**src/rtl/status_register_stack_if.sv**
```systemverilog
// Purpose : bundles the flag-update, exception push/pop and status outputs of status_register_stack.
// Latency : n/a (wiring only); the stack registers its state on the falling clock edge.
// Backpress: none; push/pop are single-cycle strobes with sticky error reporting instead of stalls.
//
// Ports (master = execute stage + exception controller, slave = status_register_stack):
//   s, flag_mask, status_bits_in   live-flag masked update request
//   push, pop, err_clr             exception entry/return and sticky-error clear
//   status_bits_out, saved_top     live flags and top-of-stack entry
//   depth, full, empty             stack occupancy
//   overflow_err, underflow_err    sticky misuse indications
interface status_register_stack_if #(
  parameter int FLAG_W = 4,
  parameter int DEPTH  = 4,
  parameter int CNT_W  = $clog2(DEPTH + 1)
);
  logic              s;
  logic [FLAG_W-1:0] flag_mask;
  logic [FLAG_W-1:0] status_bits_in;
  logic              push;
  logic              pop;
  logic              err_clr;
  logic [FLAG_W-1:0] status_bits_out;
  logic [FLAG_W-1:0] saved_top;
  logic [CNT_W-1:0]  depth;
  logic              full;
  logic              empty;
  logic              overflow_err;
  logic              underflow_err;

  modport master (
    output s, flag_mask, status_bits_in, push, pop, err_clr,
    input  status_bits_out, saved_top, depth, full, empty, overflow_err, underflow_err
  );

  modport slave (
    input  s, flag_mask, status_bits_in, push, pop, err_clr,
    output status_bits_out, saved_top, depth, full, empty, overflow_err, underflow_err
  );
endinterface

```
**src/rtl/status_register_stack.sv**
```systemverilog
// Purpose : live NZCV-style flag register with per-flag write mask plus a LIFO of saved status words.
// Latency : all state updates on the falling clk edge; outputs settle for rising-edge consumers half a cycle later.
// Backpress: none; a push while full or pop while empty is dropped and latched in a sticky error flag.
//
// Ports:
//   clk  system clock (state updates on negedge)
//   rst  asynchronous active-low reset
//   sr   status_register_stack_if.slave (update/push/pop inputs, live/saved/occupancy/error outputs)
module status_register_stack #(
  parameter int FLAG_W = 4,
  parameter int DEPTH  = 4,
  parameter int CNT_W  = $clog2(DEPTH + 1)
) (
  input  logic                   clk,
  input  logic                   rst,
  status_register_stack_if.slave sr
);

  logic [FLAG_W-1:0] live_q;
  logic [FLAG_W-1:0] stack_q [DEPTH];
  logic [CNT_W-1:0]  depth_q;
  logic              ovf_q;
  logic              unf_q;

  logic              full_w;
  logic              empty_w;
  logic [FLAG_W-1:0] top_w;
  logic [FLAG_W-1:0] masked_w;

  // Decoded operations for this edge.
  logic push_only_ok;  // push lands in a free slot
  logic pop_only_ok;   // pop restores and shrinks the stack
  logic swap_ok;       // push+pop on a non-empty stack exchanges live and top
  logic restore;       // live register is loaded from the top entry (pop or swap)
  logic ovf_evt;
  logic unf_evt;

  assign full_w  = (depth_q == CNT_W'(DEPTH));
  assign empty_w = (depth_q == '0);

  // Top entry lives at index depth-1; decode by compare so no index ever
  // exceeds the array bounds, and an empty stack reads as zero.
  always_comb begin
    top_w = '0;
    for (int i = 0; i < DEPTH; i++) begin
      if (depth_q == CNT_W'(i + 1)) top_w = stack_q[i];
    end
  end

  assign masked_w = (sr.status_bits_in & sr.flag_mask) | (live_q & ~sr.flag_mask);

  assign push_only_ok = sr.push & ~sr.pop & ~full_w;
  assign pop_only_ok  = sr.pop & ~sr.push & ~empty_w;
  assign swap_ok      = sr.push & sr.pop & ~empty_w;
  assign restore      = sr.pop & ~empty_w;
  // A pop on an empty stack is an underflow even when paired with a push.
  assign ovf_evt      = sr.push & ~sr.pop & full_w;
  assign unf_evt      = sr.pop & empty_w;

  // Live flags: a restore overrides the ALU update for that edge.
  always_ff @(negedge clk or negedge rst) begin
    if (!rst) begin
      live_q <= '0;
    end else if (restore) begin
      live_q <= top_w;
    end else if (sr.s) begin
      live_q <= masked_w;
    end
  end

  // Stack entries: push writes slot depth, swap overwrites slot depth-1.
  // Both capture the pre-update live value.
  always_ff @(negedge clk or negedge rst) begin
    if (!rst) begin
      for (int i = 0; i < DEPTH; i++) stack_q[i] <= '0;
    end else begin
      for (int i = 0; i < DEPTH; i++) begin
        if (push_only_ok && depth_q == CNT_W'(i)) begin
          stack_q[i] <= live_q;
        end else if (swap_ok && depth_q == CNT_W'(i + 1)) begin
          stack_q[i] <= live_q;
        end
      end
    end
  end

  // Occupancy saturates by construction: growth is gated by full, shrink by empty.
  always_ff @(negedge clk or negedge rst) begin
    if (!rst) begin
      depth_q <= '0;
    end else if (push_only_ok) begin
      depth_q <= depth_q + CNT_W'(1);
    end else if (pop_only_ok) begin
      depth_q <= depth_q - CNT_W'(1);
    end
  end

  // Sticky errors: a new event in the same edge as err_clr keeps the flag set.
  always_ff @(negedge clk or negedge rst) begin
    if (!rst) begin
      ovf_q <= 1'b0;
      unf_q <= 1'b0;
    end else begin
      ovf_q <= ovf_evt | (ovf_q & ~sr.err_clr);
      unf_q <= unf_evt | (unf_q & ~sr.err_clr);
    end
  end

  assign sr.status_bits_out = live_q;
  assign sr.saved_top       = top_w;
  assign sr.depth           = depth_q;
  assign sr.full            = full_w;
  assign sr.empty           = empty_w;
  assign sr.overflow_err    = ovf_q;
  assign sr.underflow_err   = unf_q;

endmodule

```
**src/flat_wrapper.sv**
```systemverilog
// flat-port wrapper written by rule: the top's interface ports become plain ports
module status_register_stack_flat 
#(
  parameter int FLAG_W = 4,
  parameter int DEPTH  = 4,
  parameter int CNT_W  = $clog2(DEPTH + 1)
)
  (clk, rst, sr_s, sr_flag_mask, sr_status_bits_in, sr_push, sr_pop, sr_err_clr, sr_status_bits_out, sr_saved_top, sr_depth, sr_full, sr_empty, sr_overflow_err, sr_underflow_err);
  status_register_stack_if #(.FLAG_W(FLAG_W), .DEPTH(DEPTH), .CNT_W(CNT_W)) sr_i ();
  input  logic clk;
  input  logic rst;
  input wire logic [$bits(sr_i.s)-1:0] sr_s;
  input wire logic [$bits(sr_i.flag_mask)-1:0] sr_flag_mask;
  input wire logic [$bits(sr_i.status_bits_in)-1:0] sr_status_bits_in;
  input wire logic [$bits(sr_i.push)-1:0] sr_push;
  input wire logic [$bits(sr_i.pop)-1:0] sr_pop;
  input wire logic [$bits(sr_i.err_clr)-1:0] sr_err_clr;
  output wire logic [$bits(sr_i.status_bits_out)-1:0] sr_status_bits_out;
  output wire logic [$bits(sr_i.saved_top)-1:0] sr_saved_top;
  output wire logic [$bits(sr_i.depth)-1:0] sr_depth;
  output wire logic [$bits(sr_i.full)-1:0] sr_full;
  output wire logic [$bits(sr_i.empty)-1:0] sr_empty;
  output wire logic [$bits(sr_i.overflow_err)-1:0] sr_overflow_err;
  output wire logic [$bits(sr_i.underflow_err)-1:0] sr_underflow_err;
  assign sr_i.s = sr_s;
  assign sr_i.flag_mask = sr_flag_mask;
  assign sr_i.status_bits_in = sr_status_bits_in;
  assign sr_i.push = sr_push;
  assign sr_i.pop = sr_pop;
  assign sr_i.err_clr = sr_err_clr;
  assign sr_status_bits_out = sr_i.status_bits_out;
  assign sr_saved_top = sr_i.saved_top;
  assign sr_depth = sr_i.depth;
  assign sr_full = sr_i.full;
  assign sr_empty = sr_i.empty;
  assign sr_overflow_err = sr_i.overflow_err;
  assign sr_underflow_err = sr_i.underflow_err;
  status_register_stack #(.FLAG_W(FLAG_W), .DEPTH(DEPTH), .CNT_W(CNT_W)) u_core (.clk(clk), .rst(rst), .sr(sr_i));
endmodule
```
**config.mk**
```make
export PLATFORM = sky130hd
export DESIGN_NAME = status_register_stack_flat
export DESIGN_NICKNAME = d
export VERILOG_FILES = /design/src/rtl/status_register_stack_if.sv /design/src/rtl/status_register_stack.sv /design/src/flat_wrapper.sv
export SDC_FILE = /design/constraint.sdc
export NUM_CORES = 1
export LEC_CHECK = 0
export CORE_AREA = 2 2 58 60
export DETAILED_ROUTE_END_ITERATION = 7
export DIE_AREA = 0 0 60 62
export GPL_ROUTABILITY_DRIVEN = 0
export PLACE_DENSITY = 0.77
export SLEW_MARGIN = 20
export SYNTH_ARGS = -nofsm -noshare
export SYNTH_HDL_FRONTEND = slang
export SYNTH_SLANG_ARGS = --single-unit
```
**constraint.sdc**
```tcl
create_clock -name clk -period 3.3 [get_ports clk]
set_input_delay 0.33 -clock clk [delete_from_list [all_inputs] [get_ports clk]]
set_output_delay 0.33 -clock clk [all_outputs]
set_load 0.1 [all_outputs]
```
# Word level (Yosys, flattened, before mapping)
# Cells that the tools add are included.
dict set report word_totals {
  regBits 25
  input_bits 14
  elab_cells 67
}
dict set report classes {
  n_reduce_logical 15
  add_sub_neg 2
  n_bitwise 22
  mux 16
  n_eq_ne 4
}
# op n
set op_table {}
lappend op_table {{$mux W4} 14}
lappend op_table {{$reduce_bool A2 Y1} 6}
lappend op_table {{$and A1 B1 Y1} 11}
lappend op_table {{$and A4 B4 Y4} 2}
lappend op_table {{$logic_and A1 B1 Y1} 8}
lappend op_table {{$eq A3 B2 Y1 const B} 2}
lappend op_table {{$mux W3} 2}
lappend op_table {{$not A1 Y1} 5}
lappend op_table {{$not A4 Y4} 1}
lappend op_table {{$or A4 B4 Y4} 1}
lappend op_table {{$add A3 B1 Y3 const B} 1}
lappend op_table {{$eq A3 B1 Y1 const B} 1}
lappend op_table {{$eq A3 B3 Y1 const B} 1}
lappend op_table {{$logic_not A3 Y1} 1}
lappend op_table {{$sub A3 B1 Y3 const B} 1}
lappend op_table {{$or A1 B1 Y1} 2}

# Logic depth before layout (Yosys ltp)
dict set report logic_depth {
  word_depth 6
  ltp_mapped 8
}

==> results <==
cell type report:
class	instances	area [µm²]	area share (%)
clock buffer	3	22.5	0.992
clock inverter	1	5.00	0.221
inverter	4	17.5	0.772
multi-input combinational	107	926	40.8
sequential	25	626	27.6
tap	46	57.6	2.54
timing repair buffer	49	616	27.1
metal layers:
layer	track usage, %	share of wire (%)	vias to the layer above
li1	-	-	594
met1	26.0	39	628
met2	45.2	53	56
met3	3.93	5.6	9
met4	9.52	2.6	0
met5	0	0	-
worst max-delay path by stage:
| stage | to | cells after the start |
|---|---|---|
| after global routing | sr_saved_top[2] | 7 |
| after detailed placement | u_core.stack_q[5]$_DFFE_NN0P_ | 5 |
| after floorplan | sr_saved_top[0] | 6 |
| final | sr_saved_top[0] | 7 |
| after global placement | u_core.sr.depth[0]$_DFFE_NN0P_ | 6 |
| after CTS | sr_saved_top[1] | 7 |
synth_stat cells, types with 2 or more instances:
master    number  area (µm²)
inv_1          4        15.0
nand2_1       17        63.8
a22o_1         6        52.6
o21ai_0        7        35.0
nand3_1        9        45.0
nor3b_1        2        15.0
mux2_2        13         146
o21a_1         4        30.0
nand2b_1       4        25.0
a21oi_1        8        40.0
ha_1           6        75.1
buf_2          4        20.0
nor2_1         4        15.0
mux2_4         4        60.1
buf_6          2        22.5
dfrtn_1       25         626
nor2b_1        7        43.8
placed cells by master (no fill, tap or decap), types with 4 or more instances in the layout:
cell type        Yosys  routed
a21oi_2              1       8
buf_6                2       4
dfrtn_1             25      25
o21ai_0              7       4
nor2_1               4       4
mux2_2              13      13
nand3_1              9       9
o21a_1               4       4
buf_4                1      16
buf_12               0      16
mux2_4               4       4
nand2_1             17      17
a22o_4               0       4
nor2b_2              0       5
clkdlybuf4s50_1      0      13
cells by family (layout without fill, tap and decap cells):
| group | Yosys count | in the layout | synth area share [%] |
|---|---|---|---|
| buffers and inverters | 13 | 57 | 4.89 |
| flip-flops | 25 | 25 | 42.1 |
| AO/OA/AOI/OAI | 33 | 33 | 15.6 |
| AND/OR/NAND/NOR | 49 | 49 | 17.3 |
| adder cells (fa/ha/maj) | 6 | 6 | 5.05 |
| multiplexers | 17 | 17 | 13.9 |
| XOR/XNOR | 2 | 2 | 1.18 |
per-stage QoR:
step           cell area, µm²  setup slack, ps  std cells
6_report                 2270             -567        235
2_1_floorplan            1560             -892        145
3_5_place_dp             2110             -300        227
5_1_grt                  2270             -616        235
4_1_cts                  2260             -525        235
3_3_place_gp             2110             -241        227
timing repair:
| item | 4_1_cts | 5_1_grt |
|---|---|---|
| setup endpoints to repair | 6 | 8 |
| setup buffers | 4 | 0 |
| resized for setup | 29 | 3 |
| pin swaps | 6 | 0 |
==> results.md <==
- First-pass GRT wire length: 6230 µm
- RSZ-0062 raised after global routing: yes
- Final setup fails: 6
- Synth Cell Area: 1490 µm²
- Crit path largest cell delay: 410 ps
- Via-to-Cell Ratio: 5.48
- Ports: 29
- Routed WL: 3920 µm
- Worst path bufs/invs: 2
- Detailed Place HPWL: 2870 µm
- Post-Syn Instances: 145
- Nets: 210
- Hold endpoint: u_core.stack_q[12]$_DFFE_NN0P_
- Worst hold slack: 466 ps
- Layout cells sized above 1: 48.7%
- Post-synth EDFFs: 0
- Area delta synth->final: 52.8%
- Filler Cells Inserted: 234
- R2r setup slk: 1230 ps
- Critical path cell sequence: ha_2 > ha_4 > buf_6 > a21oi_2 > o21ai_2 > a22o_4 > buf_12
- Worst hold path class: flip-flop to flip-flop
- Sink Count: 25
- Max-cap check violation count: 0
- Die area: 3720 µm²
- Final Max Slew Viols: 0
- Largest net degree at the start of global routing: 26
- ANT cells: 0
- Outcome: finished, violations left
- FF-to-FF End: u_core.stack_q[3]$_DFFE_NN0P_
- Sequential fraction of the synthesis area: 42.1%
- Final hold vios: 0
- Synth cell types: 36
- Critical Path End Type: output port
- Crit path from: u_core.sr.depth[0]$_DFFE_NN0P_
- Seq cells post-synth: 25
- Chip Width: 60 µm
- Depth of the worst hold-timing path: 1
- Clock transition at path regs: 100 ps
- Overflow left after global routing: 0
- Crit path launch type: flip-flop
- Routed wire length per instance: 16.7 µm
- GRT Total Usage: 23.7%
- Rows: 21
- Setup Skew: 6.76 ps
- Core area: 3180 µm²
- CP Data Required Time: 2970 ps
- Top cell family by delay on the critical path: compound AO/OA/AOI/OAI gates
- Hold_buf cts: 0
- Vias in the first global route: 1309
- Violated checks: setup timing
- Port Buffers: 28
- DR vias: 1287
- Slew @ Worst Pin: 321 ps
- Initial antenna violation count: 0
- Skew-Pair Late Insertion Delay: 330 ps
- CP max FO: 7
- Ys async rst share: 100%
- Kind of critical path: flip-flop to output port
- Crit path arrival time: 3540 ps
- Worst Reg-to-Reg Cells: 9
- Rel. slew slack: 78.6%
- Worst Hold Launch: u_core.stack_q[12]$_DFFE_NN0P_
- DRT Pass-1 Iters: 4
- Setup tns final: -2820 ps
- Starting Density: 46.7%
- Root Driver: clkbuf_4
- Mapped Nets: 165
- CTS tree: yes
- Die Y-Extent: 62 µm
- Max Root-Sink Buffers: 2
- H-tree Lvls: 1
- ANT nets after route: 0
- Worst r2r src: u_core.sr.depth[1]$_DFFE_NN0P_
- Slowest-stage cell, CP: dfrtn_1
- 1st-iter DRT viols: 44
- Total CTS buffers: 3
- Syn. warnings: 0
- Synth Flop Type: dfrtn_1
- Remaining routing DRC violations: 0
- Fin util: 71.4%
- Final worst slack: -567 ps
- Syn_area_per_cell: 10.2 µm²
Power of run 1 is left out: the tool's default activity adds up to more than one toggle a clock period on the data nets, which glitch-free logic cannot reach.
